--- config.mk ---
export PLATFORM = sky130hd
export DESIGN_NAME = exception_vector_unit
export DESIGN_NICKNAME = d
export VERILOG_FILES = /design/src/rtl/exception_vector_unit.sv
export SDC_FILE = /design/constraint.sdc
export NUM_CORES = 1
export LEC_CHECK = 0
export CAP_MARGIN = 15
export CORE_UTILIZATION = 39
export CTS_CLUSTER_DIAMETER = 50
export CTS_CLUSTER_SIZE = 40
export DETAILED_ROUTE_END_ITERATION = 8
export PLACE_DENSITY_LB_ADDON = 0.12
export SLEW_MARGIN = 20
export SYNTH_ARGS = -nofsm -noshare
export SYNTH_HDL_FRONTEND = slang
export SYNTH_SLANG_ARGS = --single-unit
--- constraint.sdc ---
create_clock -name clk -period 2.2 [get_ports clk]
set_clock_uncertainty 0.05 [all_clocks]
set_input_delay 0.22 -clock clk [delete_from_list [all_inputs] [get_ports clk]]
set_output_delay 0.22 -clock clk [all_outputs]
set_load 0.05 [all_outputs]
--- src/rtl/exception_vector_unit.sv ---
// Exception front-end: latches EPC and cause, fetches the handler vector byte,
// then pulses exc_pc_write for one cycle with Exception_Destiny valid.
module exception_vector_unit #(
  parameter int VEC_BASE = 253,
  parameter int MEM_LAT  = 1
) (
  input  logic        clk,
  input  logic        reset,
  input  logic        exc_opcode,
  input  logic        exc_overflow,
  input  logic        exc_div0,
  input  logic [31:0] pc_in,
  input  logic [31:0] mem_data_in,
  output logic [31:0] mem_addr,
  output logic        mem_rd,
  output logic [31:0] Exception_Destiny,
  output logic [31:0] EPC_Out,
  output logic [1:0]  exc_cause,
  output logic        exc_busy,
  output logic        exc_pc_write
);

  typedef enum logic [1:0] {IDLE, REQ, WAIT, DONE} state_t;

  localparam logic [2:0] LAT_M1 = 3'(MEM_LAT - 1);

  state_t      state;
  logic [2:0]  wait_cnt;
  logic [1:0]  win_cause;
  logic        any_req;
  logic [31:0] vec_addr;

  // Fixed priority: opcode beats overflow beats div0.
  always_comb begin
    win_cause = 2'b00;
    if (exc_div0)     win_cause = 2'b11;
    if (exc_overflow) win_cause = 2'b10;
    if (exc_opcode)   win_cause = 2'b01;
  end

  assign any_req  = exc_opcode | exc_overflow | exc_div0;
  assign vec_addr = 32'(VEC_BASE) + {30'd0, win_cause} - 32'd1;

  always_ff @(posedge clk or posedge reset) begin
    if (reset) begin
      state             <= IDLE;
      wait_cnt          <= 3'd0;
      mem_addr          <= 32'd0;
      mem_rd            <= 1'b0;
      Exception_Destiny <= 32'd0;
      EPC_Out           <= 32'd0;
      exc_cause         <= 2'b00;
      exc_busy          <= 1'b0;
      exc_pc_write      <= 1'b0;
    end else begin
      case (state)
        IDLE: begin
          if (any_req) begin
            state     <= REQ;
            EPC_Out   <= pc_in - 32'd4;
            exc_cause <= win_cause;
            mem_addr  <= vec_addr;
            mem_rd    <= 1'b1;
            exc_busy  <= 1'b1;
          end
        end
        REQ: begin
          state    <= WAIT;
          mem_rd   <= 1'b0;
          wait_cnt <= LAT_M1;
        end
        WAIT: begin
          // mem_addr stays on the bus until the vector byte has been taken.
          if (wait_cnt == 3'd0) begin
            state             <= DONE;
            Exception_Destiny <= {24'd0, mem_data_in[7:0]};
            mem_addr          <= 32'd0;
            exc_pc_write      <= 1'b1;
          end else begin
            wait_cnt <= wait_cnt - 3'd1;
          end
        end
        DONE: begin
          state        <= IDLE;
          exc_pc_write <= 1'b0;
          exc_busy     <= 1'b0;
        end
        default: begin
          state <= IDLE;
        end
      endcase
    end
  end

endmodule
==> impl_metrics.csv <==
group,metric,value,unit
status,status,"completed",
logic_synthesis,yosysSeqAreaShare,42.8,%
timing,tightest_slew,0.527,ns
power_and_ir_drop,combPwrFrac,64.1,%
grt,antenna_found_initial,0,
logic_synthesis,netlist_instances,337,
die,initial_core_util,40.3,%
cts,clock_latency,0.31,ns
timing,slew_violations,0,
finish,drive_gt1_share,13.4,%
logic_synthesis,yosys.cell_types.count,36,
logic_synthesis,yosysTopAreaCell,"dfrtp_1",
logic_synthesis,synth_compound_area_share,8.81,%
critical_path,setup.worst_path.start,"pc_in[2]",
critical_path,reg2reg_to,"Exception_Destiny[1]$_DFFE_PP0P_",
timing,min_period,2.03,ns
drt,drtIter0Drc,59,
cts,cts_buffers,5,
placed_design,place_area,0.00422,mm²
critical_path,endpoint,"EPC_Out[16]$_DFFE_PP0P_",
die,die_x,91.1,µm
timing,fin_crit_sh,92.1,%
drt,wirelength,6740,µm
drt,vias_per_cell,4.54,
drt,ant_nets,0,
power_and_ir_drop,power_density,1470,mW/mm²
cts,clock_sinks,53,
critical_path,path_max_fanout,12,
finish,fillers,714,
timing,finalHoldViolations,0,
critical_path,rrSetupSlack,0.44,ns
logic_synthesis,synth_top_family_by_area,"simple AND/OR/NAND/NOR gates",
logic_synthesis,ys_ff_latch,53,
power_and_ir_drop,power.switching,3.29,mW
logic_synthesis,syn_area_per_cell,9.19,µm²
cts,clk_path_buf_depth,2,
cts,clk_pin_slew_worst_paths,0.11,ns
finish,layout_common_cells,"clkdlybuf4s50_1 (97), dfrtp_1 (53), conb_1 (48)",
die,ioPinCount,170,
cts,cts_tree,"built",
drt,drc,0,
placed_design,gp_congestion,0.777,
timing,rsz0062_at_grt,"no",
die,die_h,91.1,µm
power_and_ir_drop,peakVddDrop,0.651,mV
grt,grt_pass1_vias,2453,
power_and_ir_drop,p_clk_share,9.2,%
power_and_ir_drop,seqPwrFrac,26.7,%
cts,htreeDepth,2,
finish,antenna_cells,0,
drt,wl_met1,2840,µm
cts,postCtsSetupBuffers,0,
die,die_area,0.00830,mm²
power_and_ir_drop,totalPowerFinal,6.33,mW
placed_design,hpwl,5270,µm
drt,dr_wl_met3,425,µm
drt,wl_met2,3430,µm
critical_path,path_class,"in2reg",
logic_synthesis,synth_xor_area_share,6.79,%
critical_path,r2r_cells,4,
logic_synthesis,ys_warn_count,0,
logic_synthesis,netlist_area,0.00310,mm²
grt,grt.overflow.total,0,
logic_synthesis,muxShareOfSynthArea,3.27,%
timing,max_freq,494,MHz
logic_synthesis,synthAdderAreaFrac,2.83,%
timing,setup_viol,0,
critical_path,required,2.38,ns
timing,max-slew-margin-rel,64.8,%
logic_synthesis,synth.top_cell.area_share,42.8,%
grt,grt_pass1_wl,11400,µm
critical_path,reg2reg_from,"state[0]$_DFFE_PP0P_",
logic_synthesis,synth-simple-area-share,19.8,%
power_and_ir_drop,p_int,3.04,mW
die,core_area,0.00769,mm²
drt,vias,2524,
power_and_ir_drop,p_sw_share,51.9,%
drt,top_layer_used,"met4",
critical_path,critPathCaptureType,"flip-flop",
grt,grt_max_degree,35,
finish,final_nets,529,
critical_path,arrival,2.21,ns
finish,final_area,0.00432,mm²
power_and_ir_drop,p_leak,1.85,nW
critical_path,critPathLaunchType,"input port",
grt,grt_usage,17.0,%
worst_hold_path,hold_class,"in2async",
finish,area_growth,39.5,%
die,rows,32,
logic_synthesis,netlist_top_cells_area,"dfrtp_1 (43%), buf_4 (13%), xnor2_1 (6.5%)",
flow_run,maxCapViolCount,0,
drt,dr.pass1.iters,4,
placed_design,io_buffers,97,
cts,cts_root_buf,"clkbuf_8",
drt,detail_route.wl_per_cell,12.1,µm
finish,final_common_cell,"clkdlybuf4s50_1",
-- metrics by stage --
stage / setup TNS (ns) / util, % / hold slack, ns / setup WS (ns) / cells
global placement: -1.08 / 54.9 / 0.409 / -0.186 / 548
floorplan: 0 / - / 0.256 / 0.403 / 384
detailed placement: -1.65 / 54.9 / 0.411 / -0.187 / 548
CTS: 0 / 56.1 / 0.187 / 0.125 / 556
finish: 0 / 56.2 / 0.171 / 0.174 / 556
global route: 0 / 56.2 / 0.199 / 0.0174 / 556
-- state kept, by name (all words and copies together) (netlist names) --
register / cells
Exception_Destiny: 8
state: 2
EPC_Out: 32
exc_pc_write: 1
mem_rd: 1
exc_busy: 1
mem_addr: 3
exc_cause: 2
wait_cnt: 3
-- final cells by class --
| cell class | instances | area [µm²] | area share [%] |
|---|---|---|---|
| multi-input cells | 256 | 1470 | 34.1 |
| well taps | 102 | 128 | 2.96 |
| clock buffers | 5 | 68.8 | 1.59 |
| flip-flops and latches | 53 | 1330 | 30.7 |
| clock inverters | 3 | 26.3 | 0.609 |
| repair buffers | 127 | 1260 | 29.2 |
| inverters | 10 | 37.5 | 0.869 |
-- power by group through the flow --
stage	clock network, mW	registers, mW	logic, mW
floorplan	0	3.20	1.30
global placement	0	1.70	4.05
detailed placement	0	1.72	4.09
CTS	0.605	1.70	4.10
global route	0.641	1.76	4.27
finish	0.582	1.69	4.06
-- cells by family after synthesis --
kind of cell / Yosys count
simple gates: 117
xor+xnor: 24
buf+inv: 75
compound gates: 51
other cells: 1
mux: 9
fa+ha+maj: 7
flops: 53
-- cells in the mapped netlist --
cell type / count
buf_4: 53
inv_1: 10
o31ai_1: 2
o22a_1: 1
nor2_1: 16
nand3_1: 6
xor2_1: 1
nor3b_1: 2
dfrtp_1: 53
or3_2: 1
nor3_1: 12
xnor2_1: 23
clkbuf_1: 11
clkbuf_2: 1
nor3_2: 1
nand4b_4: 1
o21ai_1: 3
conb_1: 1
nor4_1: 11
nand2b_1: 5
o22ai_1: 1
or3_1: 2
nand3b_1: 3
o21ai_0: 33
or3_4: 2
a21oi_1: 7
or4_1: 1
nand2_1: 47
nor4_4: 1
or4_4: 1
o21ai_2: 1
or2_2: 3
a31oi_1: 3
ha_1: 7
nor2b_1: 2
mux2_2: 9
-- critical path: stages --
cell and delay (ns):
clkdlybuf4s50_1 0.47, inv_1 0.08, ha_1 0.15, nor3b_1 0.23
buf_4 0.16, nand2_1 0.08, buf_12 0.16, or3_1 0.36
xor2_1 0.15, o21ai_0 0.13
-- worst min path at each step --
stage                                            end  cells past startpoint
finish              Exception_Destiny[0]$_DFFE_PP0P_                      2
global placement              EPC_Out[0]$_DFFE_PP0P_                      2
floorplan                   exc_cause[1]$_DFFE_PP0P_                      1
CTS                 Exception_Destiny[4]$_DFFE_PP0P_                      2
global route        Exception_Destiny[0]$_DFFE_PP0P_                      2
detailed placement            EPC_Out[0]$_DFFE_PP0P_                      2
-- metal layers --
| layer | up-vias | track usage, % |
|---|---|---|
| met5 | - | 0 |
| met3 | 6 | 4.44 |
| met2 | 74 | 30.4 |
| li1 | 1262 | - |
| met1 | 1182 | 20.6 |
| met4 | 0 | 3.17 |
-- repair_timing --
| action | 4_1_cts | 5_1_grt |
|---|---|---|
| hold buffers | 0 | 0 |
| gates resized for setup | 0 | 1 |
| endpoints found under the setup margin | 0 | 1 |
(Power assumes the default switching activity.)
